File: config.mk
export PLATFORM = sky130hd
export DESIGN_NAME = nn_input_sequencer
export DESIGN_NICKNAME = d
export VERILOG_FILES = /design/src/rtl/nn_seq_pkg.sv /design/src/rtl/nn_input_sequencer_counter.sv /design/src/rtl/nn_input_sequencer.sv
export SDC_FILE = /design/constraint.sdc
export NUM_CORES = 1
export LEC_CHECK = 0
export BUFFER_PORTS_ARGS = -buffer_cell sky130_fd_sc_hd__buf_2
export CAP_MARGIN = 15
export CORE_UTILIZATION = 30
export DETAILED_ROUTE_END_ITERATION = 8
export SYNTH_ARGS = -nofsm -noshare
export SYNTH_HDL_FRONTEND = slang
export SYNTH_SLANG_ARGS = --single-unit
File: constraint.sdc
create_clock -name clk -period 1.7 [get_ports clk]
set_input_delay 0.17 -clock clk [delete_from_list [all_inputs] [get_ports clk]]
set_output_delay 0.17 -clock clk [all_outputs]
set_load 0.01 [all_outputs]
File: src/rtl/nn_seq_pkg.sv
// nn_seq_pkg: shared state encoding, X-mux select codes and default sample count for the input sequencer.
package nn_seq_pkg;
    typedef enum logic [2:0] {IDLE, CLR, X1, X2, BIAS, ACT, DONE} state_t;
    localparam logic [1:0] SEL_X1  = 2'b00;
    localparam logic [1:0] SEL_X2  = 2'b01;
    localparam logic [1:0] SEL_ONE = 2'b10;
    localparam logic [1:0] SEL_INV = 2'b11;
    localparam int DEF_NUM_SAMPLES = 4;
endpackage

File: src/rtl/nn_input_sequencer_counter.sv
// nn_sample_counter: sample index within a pass, with synchronous clear/increment and a last-sample flag.
module nn_sample_counter
    import nn_seq_pkg::*;
#(
    parameter int NUM_SAMPLES = DEF_NUM_SAMPLES,
    parameter int ADDR_W      = 4
) (
    input  logic              clk,
    input  logic              rst,
    input  logic              clr,
    input  logic              inc,
    output logic [ADDR_W-1:0] count,
    output logic              last
);
    always_ff @(posedge clk) begin
        if (rst || clr) count <= '0;
        else if (inc)   count <= count + 1'b1;
    end
    assign last = count == ADDR_W'(NUM_SAMPLES - 1);
endmodule

File: src/rtl/nn_input_sequencer.sv
// nn_input_sequencer: per-sample CLR/X1/X2/(BIAS)/ACT sequencing of a perceptron datapath with stall hold.
// Build option: NN_SEQ_BIAS_EN adds the BIAS step (constant-1 input) to every sample.
module nn_input_sequencer
    import nn_seq_pkg::*;
#(
    parameter int NUM_SAMPLES = DEF_NUM_SAMPLES,
    parameter int ADDR_W      = 4
) (
    input  logic              clk,
    input  logic              rst,
    input  logic              start,
    input  logic              stall,
    output logic [1:0]        mux_sel,
    output logic [1:0]        w_idx,
    output logic [ADDR_W-1:0] sample_addr,
    output logic              acc_clr,
    output logic              acc_en,
    output logic              act_en,
    output logic              busy,
    output logic              done
);
    state_t     state, nxt;
    logic       hold, last;
    logic [1:0] sel;

    assign hold = stall && state != IDLE && state != DONE;

    always_comb begin
        nxt = IDLE;
        case (state)
            IDLE:    nxt = start ? CLR : IDLE;
            CLR:     nxt = X1;
            X1:      nxt = X2;
`ifdef NN_SEQ_BIAS_EN
            X2:      nxt = BIAS;
            BIAS:    nxt = ACT;
`else
            X2:      nxt = ACT;
`endif
            ACT:     nxt = last ? DONE : CLR;
            default: nxt = IDLE;
        endcase
        if (hold) nxt = state;
        sel = nxt == X2 ? SEL_X2 : nxt == BIAS ? SEL_ONE : SEL_X1;
    end

    nn_sample_counter #(.NUM_SAMPLES(NUM_SAMPLES), .ADDR_W(ADDR_W)) u_cnt (
        .clk   (clk),
        .rst   (rst),
        .clr   ((state == IDLE && start) || state == DONE),
        .inc   (state == ACT && !hold && !last),
        .count (sample_addr),
        .last  (last)
    );

    // A held step keeps its select but drops its strobes, so it is performed exactly once.
    always_ff @(posedge clk) begin
        if (rst) begin
            state   <= IDLE;
            mux_sel <= SEL_X1;
            w_idx   <= 2'd0;
            acc_clr <= 1'b0;
            acc_en  <= 1'b0;
            act_en  <= 1'b0;
            busy    <= 1'b0;
            done    <= 1'b0;
        end else begin
            state   <= nxt;
            mux_sel <= sel;
            w_idx   <= sel;
            acc_clr <= !hold && nxt == CLR;
            acc_en  <= !hold && (nxt == X1 || nxt == X2 || nxt == BIAS);
            act_en  <= !hold && nxt == ACT;
            busy    <= nxt != IDLE;
            done    <= nxt == DONE;
        end
    end
endmodule

==> flow_summary.yaml, run 1 <==
power_and_ir_drop:
  power_density_nw_per_um2: 751.2
  ir_drop_mv: 0.3175
  seqPwrFrac_pct: 54.4
  p_clk_share_pct: 28.2
  p_sw_mw: 0.1781
  p_leak_nw: 0.3819
  p_total_mw: 0.6532
  swShare_pct: 27.27
  p_comb_share_pct: 17.4
  p_int_mw: 0.4751
synth:
  synthDistinctLibCells: 40
  yosysTopAreaCellShare_pct: 36.96
  synth.avg_cell_area_sq_um: 8.715
  synth_area_leaders: "dfxtp_1, nor2_1, a21oi_1, nand2_1, buf_4"
  ys_warn_count: 0
  synth_compound_area_share_pct: 16.01
  syn-cell-area_sq_um: 758.2
  synth_flop_cell: "dfxtp_1"
  syn-num-nets: 92
  synth_top_family_by_area: "simple AND/OR/NAND/NOR gates"
  yosysTopAreaCell: "dfxtp_1"
  synth_seq_cells: 14
  yosysSeqAreaShare_pct: 36.96
  synth-simple-area-share_pct: 33.17
  ys_top_cells_by_count: "dfxtp_1, nor2_1, a21oi_1, nand2_1"
  yosysMostFrequentCell: "dfxtp_1"
  synth-edff-count: 0
  syn_inst: 87
  muxShareOfSynthArea_pct: 0
  synthArstFlopShare_pct: 0
  synthAdderAreaFrac_pct: 1.650
  synth-xor-area-share_pct: 3.465
finish:
  fin_util_pct: 37.85
  final_cells: 130
  antennaDiodeCount: 0
  finalInstanceArea_sq_um: 869.6
  syn_to_final_growth_pct: 14.69
  fin_nets: 109
  drive_gt1_share_pct: 32.35
global_routing:
  first_global_vias: 544
  grt_pass1_wl_mm: 2.415
  track_usage_pct: 12.00
  antenna_found_initial: 0
  grt_remaining_overflow: 0
  grt_max_degree: 14
setup_path:
  endpoint_kind: "register"
  r2r.worst_path.cells: 5
  arrival_ns: 1.74
  worstReg2RegStart: "u_cnt.count[1]"
  r2r_end: "w_idx[0]"
  critPathKind: "reg2reg"
  critical_path.max_fanout: 5
  required_ns: 1.86
  cp-start-kind: "register"
  r2r_slack_ns: 0.11
cts:
  cts_setup_buffers: 0
  clock_sinks: 14
  cts_tree: "built"
  h-tree-depth: 1
  post_cts_resize_count: 0
  clk_path_buf_depth: 2
  numCtsBuffers: 3
  cts-root-buf: "clkbuf_4"
  ctsHoldBuffers: 0
  insertion_delay_ns: 0.28
  clkTransAtPathRegs_ns: 0.08
detailed_routing:
  first_pass_iters: 4
  drtAntennaViolNets: 0
  drtIter0Drc: 18
  via_per_inst: 5.154
  wl_per_cell_um: 11.75
  dr_total_vias: 670
  drc: 0
  wl_mm: 1.528
timing:
  finalSetupViolCount: 0
  timing.hold.ws_ns: 0.1364
  fin_crit_ns: 1.585
  report.final.slew_viol_count: 0
  tns_ns: 0
  finalHoldViolations: 0
  max_freq_ghz: 0.6308
  grt_setup_unrepaired: "no"
  clock-skew-final_ns: 0.003903
  min_period_over_period_pct: 93.26
  setup_ws_ns: 0.1146
  worst_pin_slew_ns: 0.4410
  slew-limit-headroom_pct: 70.56
placement:
  dp.cells: 127
  globalplace.congestion: 0.7905
  place_ws_ns: 0.1035
  dp_hpwl_mm: 1.133
  post_dp_cell_area_sq_um: 844.6
  io_buffers: 16
floorplanning:
  pin_count: 17
  die_area_sq_um: 2733
  initial_utilization_pct: 33.01
  core_sq_um: 2297
  num_rows: 17
  die_w_um: 52.28
  die_h_um: 52.28
hold_path:
  hold_end: "state[2]"
  hold_depth: 2
  hold_path.class: "in2reg"
  min_from: "rst"
status:
  status: "complete, no violations"
run:
  cap_violations: 0
[final cells by class]
cell class | count | area (sq um)
Clock buffer | 3 | 22.52
Fill cell | 242 | 1428
Inverter | 2 | 7.507
Multi-Input combinational cell | 63 | 414.1
Sequential cell | 14 | 280.3
Tap cell | 28 | 35.03
Timing Repair Buffer | 20 | 110.1
[critical path, cell delays in order (launching register included)]
cell	delay, ns
dfxtp_1	0.37
ha_1	0.22
or3b_4	0.43
a32oi_1	0.21
o22a_1	0.19
nor2_1	0.05
[cell usage in the layout, fill, tap and decap left out, drive strengths merged, types with 2 or more instances in the layout]
cell type | Yosys | layout
inv | 2 | 2
nor2 | 11 | 11
a21oi | 8 | 8
nor2b | 2 | 2
or3b | 2 | 2
dfxtp | 14 | 14
buf | 7 | 20
nand3 | 3 | 3
nand2b | 2 | 2
nor4 | 2 | 2
nor3 | 4 | 4
xor2 | 2 | 2
nand2 | 7 | 7
nor3b | 2 | 2
o21ai | 2 | 2
clkbuf | 1 | 3
[power groups by stage]
stage                     Combinational, mW  Sequential, mW  Clock, mW
after floorplan                      0.0927           0.358          0
after global placement                0.111           0.362          0
after detailed placement              0.114           0.363          0
after CTS                             0.114           0.355      0.189
after global routing                  0.125           0.358      0.204
final                                 0.114           0.355      0.184
[state kept, by name, summed over array words and instances (netlist names)]
name	flops
state	3
acc_en	1
u_cnt.count	4
act_en	1
busy	1
w_idx	2
done	1
acc_clr	1
[kinds of logic after synthesis]
group,Yosys count
simple gates,42
buf+inv,10
compound gates,17
xor+xnor,3
flops,14
fa+ha+maj,1
[per-layer routing]
metal  share of wire, %  track usage, %  vias to the layer above
met1                 45           15.45                      316
met4                2.5           6.579                        0
met2                 48           18.59                       13
met3                3.7           2.319                        5
met5                  0               0                        -
li1                   -               -                      336
[worst max-delay path by stage]
stage / startpoint / to / slack (ns) / cells after the start
6_report: u_cnt.count[1] / w_idx[0] / 0.11 / 5
4_1_cts: u_cnt.count[1] / w_idx[0] / 0.09 / 5
3_3_place_gp: u_cnt.count[1] / w_idx[0] / 0.15 / 5
3_5_place_dp: u_cnt.count[1] / w_idx[0] / 0.10 / 5
5_1_grt: u_cnt.count[1] / w_idx[0] / 0.04 / 5
2_1_floorplan: u_cnt.count[0] / w_idx[0] / 0.14 / 5
Note: power is estimated with default switching activity, not from simulation.
==> run 2, diff against run 1 <==
--- a/config.mk
+++ b/config.mk
@@ -9,6 +9,8 @@
 export CAP_MARGIN = 15
 export CORE_UTILIZATION = 30
 export DETAILED_ROUTE_END_ITERATION = 8
+export GPL_TIMING_DRIVEN = 0
+export PLACE_DENSITY = 0.56
 export SYNTH_ARGS = -nofsm -noshare
 export SYNTH_HDL_FRONTEND = slang
 export SYNTH_SLANG_ARGS = --single-unit
==> flow_summary.yaml, run 2 (synthesized netlist as in run 1, its figures left out) <==
timing:
  worst_pin_slew_ns: 0.4084
  finalSetupViolCount: 0
  slew-limit-headroom_pct: 72.77
  clock-skew-final_ns: 0.002631
  tns_ns: 0
  fin_crit_ns: 1.606
  grt_setup_unrepaired: "no"
  report.final.slew_viol_count: 0
  min_period_over_period_pct: 94.50
  max_freq_ghz: 0.6225
  finalHoldViolations: 0
finish:
  finalInstanceArea_sq_um: 922.1
  final_cells: 135
  syn_to_final_growth_pct: 21.62
  reg_top3: "u_cnt.count x4, state x3, w_idx x2"
  fin_nets: 113
  largest-register: "u_cnt.count"
  antennaDiodeCount: 0
  final_cell_mix: "buf_2, dfxtp_1, nor2_1, nand2_1, a21oi_1"
  final_common_cell: "buf_2"
  fin_util_pct: 40.14
  drive_gt1_share_pct: 37.38
  largest_reg_flops: 4
floorplanning:
  num_rows: 17
  core_sq_um: 2297
  initial_utilization_pct: 33.01
  die_area_sq_um: 2733
  die_h_um: 52.28
  die_w_um: 52.28
  pin_count: 17
detailed_routing:
  via_per_inst: 4.904
  wl_mm: 1.551
  drc: 0
  wl_per_cell_um: 11.49
  drtAntennaViolNets: 0
  dr_total_vias: 662
  first_pass_iters: 4
  drtIter0Drc: 11
placement:
  io_buffers: 16
  dp.cells: 131
  post_dp_cell_area_sq_um: 873.3
  globalplace.congestion: 0.7990
  dp_hpwl_mm: 1.138
setup_path:
  crit_end: "w_idx[0]"
  worstReg2RegStart: "u_cnt.count[0]"
  required_ns: 1.87
  critPathKind: "reg2reg"
  cp_num_cells: 5
  crit_buf_inv: 0
  crit_chain: "ha_1 > or3b_4 > a32oi_2 > o22a_1 > nor2_1"
  max_stage_delay_ns: 0.43
  r2r_slack_ns: 0.09
  cp-start-kind: "register"
  r2r_end: "w_idx[0]"
  critPathLaunch: "u_cnt.count[0]"
  r2r.worst_path.cells: 5
  arrival_ns: 1.78
  cp_slowest_cell: "or3b_4"
  cpLargestDelayFamily: "simple AND/OR/NAND/NOR gates"
  critical_path.max_fanout: 5
  endpoint_kind: "register"
power_and_ir_drop:
  power_density_nw_per_um2: 775.8
  p_leak_nw: 0.4089
  ir_drop_mv: 0.4628
cts:
  cts-root-buf: "clkbuf_4"
  h-tree-depth: 1
  clock_sinks: 14
  ctsHoldBuffers: 0
  cts_tree: "built"
  numCtsBuffers: 3
  clk_path_buf_depth: 2
  insertion_delay_ns: 0.28
  clkTransAtPathRegs_ns: 0.08
hold_path:
  hold_depth: 2
  hold_path.class: "in2reg"
  min_from: "rst"
global_routing:
  first_global_vias: 590
  grt_max_degree: 11
  grt_pass1_wl_mm: 2.587
  track_usage_pct: 13.06
  grt_remaining_overflow: 0
  antenna_found_initial: 0
run:
  cap_violations: 0
status:
  status: "complete, no violations"
[run 2: cell type report]
type | instances | area, sq um
clock buffer | 4 | 36.28
multi-input combinational | 63 | 421.7
fill | 250 | 1375
sequential | 14 | 282.8
tap | 28 | 35.03
buffer | 8 | 58.81
inverter | 2 | 7.507
timing repair buffer | 16 | 80.08
[run 2: how the worst min path moves through the flow]
| stage | end | slack, ns |
|---|---|---|
| 4_1_cts | state[2] | 0.13 |
| 3_3_place_gp | busy | 0.43 |
| 3_5_place_dp | state[2] | 0.43 |
| 2_1_floorplan | busy | 0.24 |
| 5_1_grt | act_en | 0.13 |
| 6_report | state[2] | 0.13 |
[run 2: where the power goes]
group          internal (mW)  switching (mW)
Combinational         0.0583          0.0719
Clock                  0.130           0.108
Sequential             0.340         0.00612
[run 2: metal layers]
layer / vias up / wire length [um] / global-route usage, %
li1: 344 / - / -
met5: - / 0 / 0
met2: 17 / 645 / 18.80
met4: 0 / 44 / 9.211
met1: 296 / 791 / 16.96
met3: 5 / 69 / 2.899
[run 2: stage by stage]
stage / total power, mW / setup WS [ns] / hold WS (ns)
floorplan: 0.4507 / 0.1369 / 0.2424
global placement: 0.4810 / 0.02440 / 0.4271
detailed placement: 0.4815 / 0.01331 / 0.4338
CTS: 0.7189 / 0.02649 / 0.1316
global route: 0.7524 / 0.04575 / 0.1322
finish: 0.7154 / 0.09351 / 0.1325
[run 2: what timing repair did]
item,4_1_cts,5_1_grt
hold endpoints to repair,0,0
gates resized for setup,1,3
buffers inserted,0,0
setup endpoints to repair,2,2
pin swaps,0,0
